### config.mk
export PLATFORM = sky130hd
export DESIGN_NAME = shift_register_univ_cnt
export DESIGN_NICKNAME = d
export VERILOG_FILES = /design/src/rtl/shift_register_univ_cnt.sv
export SDC_FILE = /design/constraint.sdc
export NUM_CORES = 1
export LEC_CHECK = 0
export CORE_MARGIN = 3
export CORE_UTILIZATION = 52
export DETAILED_ROUTE_END_ITERATION = 6
export GPL_ROUTABILITY_DRIVEN = 0
export HOLD_SLACK_MARGIN = 0.05
export PLACE_DENSITY_LB_ADDON = 0.25
export SYNTH_ARGS = -nofsm -noshare
export SYNTH_HDL_FRONTEND = slang
export SYNTH_SLANG_ARGS = --single-unit
### constraint.sdc
create_clock -name CLK -period 2.7 [get_ports CLK]
set_input_delay 0.675 -clock CLK [delete_from_list [all_inputs] [get_ports CLK]]
set_output_delay 0.675 -clock CLK [all_outputs]
set_load 0.005 [all_outputs]
### src/rtl/shift_register_univ_cnt.sv
// shift_register_univ_cnt: WIDTH-bit universal shift register with counted-shift command sequencing
// Ports:
//   CLK                rising-edge clock
//   Clear              synchronous active-high reset, highest priority
//   mode[2:0]          per-step action select (hold/shr/shl/load/ror/rol/asr/hold)
//   start              command strobe, sampled only in IDLE
//   count[CNT_W-1:0]   number of steps for a counted command
//   I_par[WIDTH-1:0]   parallel load data
//   MSB_in, LSB_in     serial inputs for shift right / shift left
//   A_par[WIDTH-1:0]   register contents
//   MSB_out, LSB_out   A_par[WIDTH-1], A_par[0]
//   busy               high while a counted command runs
//   done               one-cycle completion pulse (accepted or rejected command)
module shift_register_univ_cnt #(
    parameter int WIDTH = 8,
    parameter int CNT_W = 4
) (
    input  logic             CLK,
    input  logic             Clear,
    input  logic [2:0]       mode,
    input  logic             start,
    input  logic [CNT_W-1:0] count,
    input  logic [WIDTH-1:0] I_par,
    input  logic             MSB_in,
    input  logic             LSB_in,
    output logic [WIDTH-1:0] A_par,
    output logic             MSB_out,
    output logic             LSB_out,
    output logic             busy,
    output logic             done
);
    typedef enum logic {IDLE, RUN} state_t;

    state_t           state, state_n;
    logic [WIDTH-1:0] a_n, step;
    logic [CNT_W-1:0] remaining, rem_n;
    logic [2:0]       op_mode, op_n, act;
    logic             done_n, is_shift;

    // In RUN the latched op_mode drives the datapath; live mode is ignored.
    assign act = (state == RUN) ? op_mode : mode;
    assign is_shift = mode inside {3'b001, 3'b010, 3'b100, 3'b101, 3'b110};

    always_comb begin
        step = A_par;
        case (act)
            3'b001:  step = {MSB_in, A_par[WIDTH-1:1]};
            3'b010:  step = {A_par[WIDTH-2:0], LSB_in};
            3'b011:  step = I_par;
            3'b100:  step = {A_par[0], A_par[WIDTH-1:1]};
            3'b101:  step = {A_par[WIDTH-2:0], A_par[WIDTH-1]};
            3'b110:  step = {A_par[WIDTH-1], A_par[WIDTH-1:1]};
            default: step = A_par;
        endcase
    end

    always_comb begin
        state_n = state;
        a_n     = A_par;
        rem_n   = remaining;
        op_n    = op_mode;
        done_n  = 1'b0;
        if (state == RUN) begin
            a_n   = step;
            rem_n = remaining - CNT_W'(1);
            if (remaining == CNT_W'(1)) begin
                state_n = IDLE;
                done_n  = 1'b1;
            end
        end else if (start) begin
            // A start holds A_par; invalid commands complete immediately.
            if (is_shift && count != '0) begin
                op_n    = mode;
                rem_n   = count;
                state_n = RUN;
            end else begin
                done_n = 1'b1;
            end
        end else begin
            a_n = step;
        end
    end

    always_ff @(posedge CLK) begin
        if (Clear) begin
            state     <= IDLE;
            A_par     <= '0;
            remaining <= '0;
            op_mode   <= 3'b000;
            done      <= 1'b0;
        end else begin
            state     <= state_n;
            A_par     <= a_n;
            remaining <= rem_n;
            op_mode   <= op_n;
            done      <= done_n;
        end
    end

    assign busy    = (state == RUN);
    assign MSB_out = A_par[WIDTH-1];
    assign LSB_out = A_par[0];
endmodule

After elaboration in Yosys (flattened, before gate mapping)
Index checks and enable logic that the tools add are counted.

Register bits: 17. Input bits: 20. Output and inout port bits: 12. Word-level logic and storage cells: 42.

Add/sub/neg operators: 1. Equal/unequal tests: 13. Mux-type cells: 15. Bitwise logic cells: 1. Reductions and logical operators: 7.

Operator list (number): $pmux 8 s6 (1); $eq 3x3->1 const B (6); $mux 8 (2); $mux 4 (3); $eq 3x2->1 const B (3); $mux 1 (8); $eq 3x1->1 const B (2); $reduce_bool 5->1 (1); $eq 4x1->1 const B (1); $reduce_bool 2->1 (2); $reduce_bool 4->1 (1); $sub 4x1->4 const B (1); $mux 3 (1); $reduce_and 3->1 (1); $ne 2x1->1 const B (1); $reduce_and 2->1 (1); $logic_and 1x1->1 (1); $not 1->1 (1).

Logic depth before layout (Yosys ltp)
Depth after elaboration: 6. Mapped depth: 6. Mapped depth without buffers: 5.

Worst setup path before layout
OpenSTA, ideal clock, no wires.

Path kind: input-to-reg. From: input port count[2]. To: register op_mode[0]. Setup time: 0.125 ns. Arrival time: 1.752 ns. Data required time: 2.575 ns. Path slack: 0.823 ns. Stages on the path: 5. Buffers on the path: 1. Cells stage by stage: or4_4 and4_2 buf_2 mux2i_1 nor2_1.

Word-level cells in the longest chain between the ends: 3.

RTL lines: from (decl) (line 22) `input logic [CNT_W-1:0] count,`; $reduce_bool 4->1 (line 72) `if (is_shift && count != '0) begin`; $logic_and 1x1->1 (line 72); $reduce_and 3->1 (no line); to (signal assigned) (line 95) `op_mode <= op_n;`; to (decl) (line 37) `logic [2:0] op_mode, op_n, act;`.

No other way between the ends. A chain may end at the register's enable or synchronous reset.

Worst setup path after layout
From: register state, in the netlist busy. To: output port busy.

RTL lines: from (decl) (line 34) `state_t state, state_n;`; from (signal assigned) (line 92) `state <= state_n;`; to (decl) (line 29) `output logic busy,`.

No word-level cell between the ends.

==> reports/metrics.yaml <==
critical_path:
  worst_setup_start_kind: "register"
  cp_buf_inv_count: 1
  crit_required_ns: 2.03
  timing.critical_path.slowest_cell_delay_ns: 0.83
  cp_cell_sequence: "clkdlybuf4s50_1"
  critical_path_class: "register to output port"
  critical_path_arrival_ns: 1.75
  worst_path_dominant_cell_family: "flip-flops"
  worst_path_max_delay_cell: "dfxtp_1"
  peak_fanout_along_the_critical_path: 15
  worst_setup_path_end_kind: "output port"
synthesis:
  synth.yosys.warnings: 0
  mappedNetlistNets: 157
  syn_avg_cell_area_um2: 9.101
  synthesis.area_um2: 1229
  post-synth-top-area-fraction_pct: 27.70
  async_reset_ff_share_pct: 0
  commonest_register_cell_after_synthesis: "dfxtp_1"
  netlist.top_cell.by_area: "dfxtp_1"
  synth_edf_count: 0
  ys_seq_area_share_pct: 27.70
  synth.distinct_cells: 50
  synth.area.top_cells: "dfxtp_1 (28%), mux2i_4 (7.3%), a32o_1 (6.5%)"
  synth_seq_cells: 17
  syn_inst: 135
detailed_routing:
  routed_wirelength_um: 3069
  detailroute.via_count: 1176
  drc_errors: 0
  drt_iter0_markers: 49
  detail_route.wl_per_cell_um: 16.07
  drt_pre_antenna_iters: 4
  route.antenna.remaining_nets: 0
  drt-vias-per-instance: 6.157
sta:
  finalSetupViolCount: 0
  max_slew.worst_pin.slew_ns: 0.7620
  maxSlewHeadroom_pct: 49.13
  final.min_clock_period_ns: 2.427
  timing.final.max_slew_violations: 0
  max_clock_freq_mhz: 412.0
  final-hold-violation-count: 0
  fin_tns_setup_ns: 0
  final_critical_path_share_of_the_clock_period_pct: 89.90
  grt_setup_unrepaired: "no"
  worst_hold_margin_ns: 0.4779
  finClkSkew_ns: 0.0005024
floorplan:
  die_area_um2: 2982
  dieWidth_um: 54.61
  io_pins: 32
  effective_utilization_at_floorplan_pct: 58.45
  dieHeight_um: 54.61
  fp.coreArea_um2: 2102
  row_count: 16
global_routing:
  grt-ovfl-total: 0
  first_global_vias: 1169
  antenna_violations_before_repair: 0
  grt_pass1_wl_um: 5140
  grt_start_max_net_pins: 16
  grt_util_all_layers_pct: 24.02
placed_design:
  dp.final_hpwl_um: 2316
  io_buffer_count: 31
  post-place-cells: 187
  placement.cell_area_um2: 1524
layout:
  mostFrequentLayoutCells: "clkdlybuf4s50_1 (31), dfxtp_1 (17), nor2_1 (12)"
  filler_cell_count: 171
  nets: 187
  fraction_of_final_layout_cells_sized_beyond_drive_strength_1_pct: 12.20
  final_common_cell: "clkdlybuf4s50_1"
  footprint_of_the_multi_input_gates_um2: 790.8
  antenna-diode-count: 0
  flow.area_growth_from_synthesis_pct: 26.17
  storage_cell_area_um2: 340.3
  stdcell_count: 191
  postLayoutCellArea_um2: 1550
clock_network:
  tritoncts: "done"
  postCtsResizedCells: 0
  clock_sinks: 17
  hold_buffers: 0
  cts.root.buffer_cell: "clkbuf_4"
  cts_buffer_depth: 2
  cts_inserted_buffers: 3
  cts_post_setup_buffers_inserted: 0
  cts_max_level: 1
  worst_setup_hold_path_clk_slew_ns: 0.10
  worst_skew_pair.late_latency_ns: 0.29
power:
  p_per_area_nw_per_um2: 458.5
  power.ir.vdd_worst_uv: 305.6
  p_leak_nw: 0.5617
flow_run:
  maxCapViolations: 0
hold_path:
  class_of_the_worst_hold_path: "register to register"
outcome:
  outcome: "complete, no violations"
==> through the flow <==
stage,total power [mW],setup slack (ns),util (%)
after floorplan,0.4818,0.8231,-
after global placement,0.5665,0.3006,72.50
after detailed placement,0.5755,0.1964,72.50
after CTS,0.7141,0.2551,73.75
after global routing,0.7619,0.1400,73.75
final,0.7107,0.2726,73.75
==> layer usage <==
metal  track usage [%]  part of all wire (%)  up-vias  wire, um
met1             32.61                    46      560      1423
met5                 0                     0        -         0
li1                  -                     -      578         -
met3             3.542                   4.6        4       142
met2             37.80                    48       34      1480
met4             9.544                  0.75        0        23
==> kinds of logic after synthesis <==
kind of cell	share of synthesized area [%]
simple gates	22.81
compound gates	25.26
buf+inv	7.943
flops	27.70
mux	12.83
xor+xnor	1.426
fa+ha+maj	2.036
==> cells in the mapped netlist, types with 2 or more instances <==
cell / number
dfxtp_1: 17
nor2_1: 12
inv_1: 9
a32o_1: 8
nand2_1: 8
nand3_1: 6
o221ai_1: 5
or3_1: 5
a21oi_1: 4
mux2i_4: 4
a21o_1: 3
a31oi_1: 3
buf_4: 3
mux2i_1: 3
nor2b_1: 3
a311oi_1: 2
a32oi_1: 2
buf_2: 2
buf_6: 2
ha_1: 2
mux2_2: 2
nand3b_1: 2
==> registers in the layout, indices dropped and copies added, names as in the netlist <==
name / count
remaining: 4
done: 1
busy: 1
A_par: 8
op_mode: 3
==> path summary, 6_finish.rpt <==
kind,cells after the start,endpoint,start,slack [ns]
setup / recovery,1,busy,busy,0.27
hold / removal,2,remaining[1],remaining[1],0.48
setup reg to reg,4,A_par[1],busy,0.41
hold reg to reg,2,remaining[1],remaining[1],0.48
==> where the power goes <==
group	switching, mW	internal (mW)	total (mW)
logic	0.121	0.144	0.266
clock network	0.0806	0.0574	0.138
registers	0.0328	0.274	0.307
==> layout make-up <==
| type | instances | share of cell area (%) |
|---|---|---|
| multi-input cells | 101 | 51.01 |
| flip-flops and latches | 17 | 21.95 |
| repair buffers | 33 | 20.98 |
| inverters | 9 | 2.179 |
| well taps | 27 | 2.179 |
| clock buffers | 4 | 1.695 |
No activity file was read; power rests on OpenSTA's default activity.
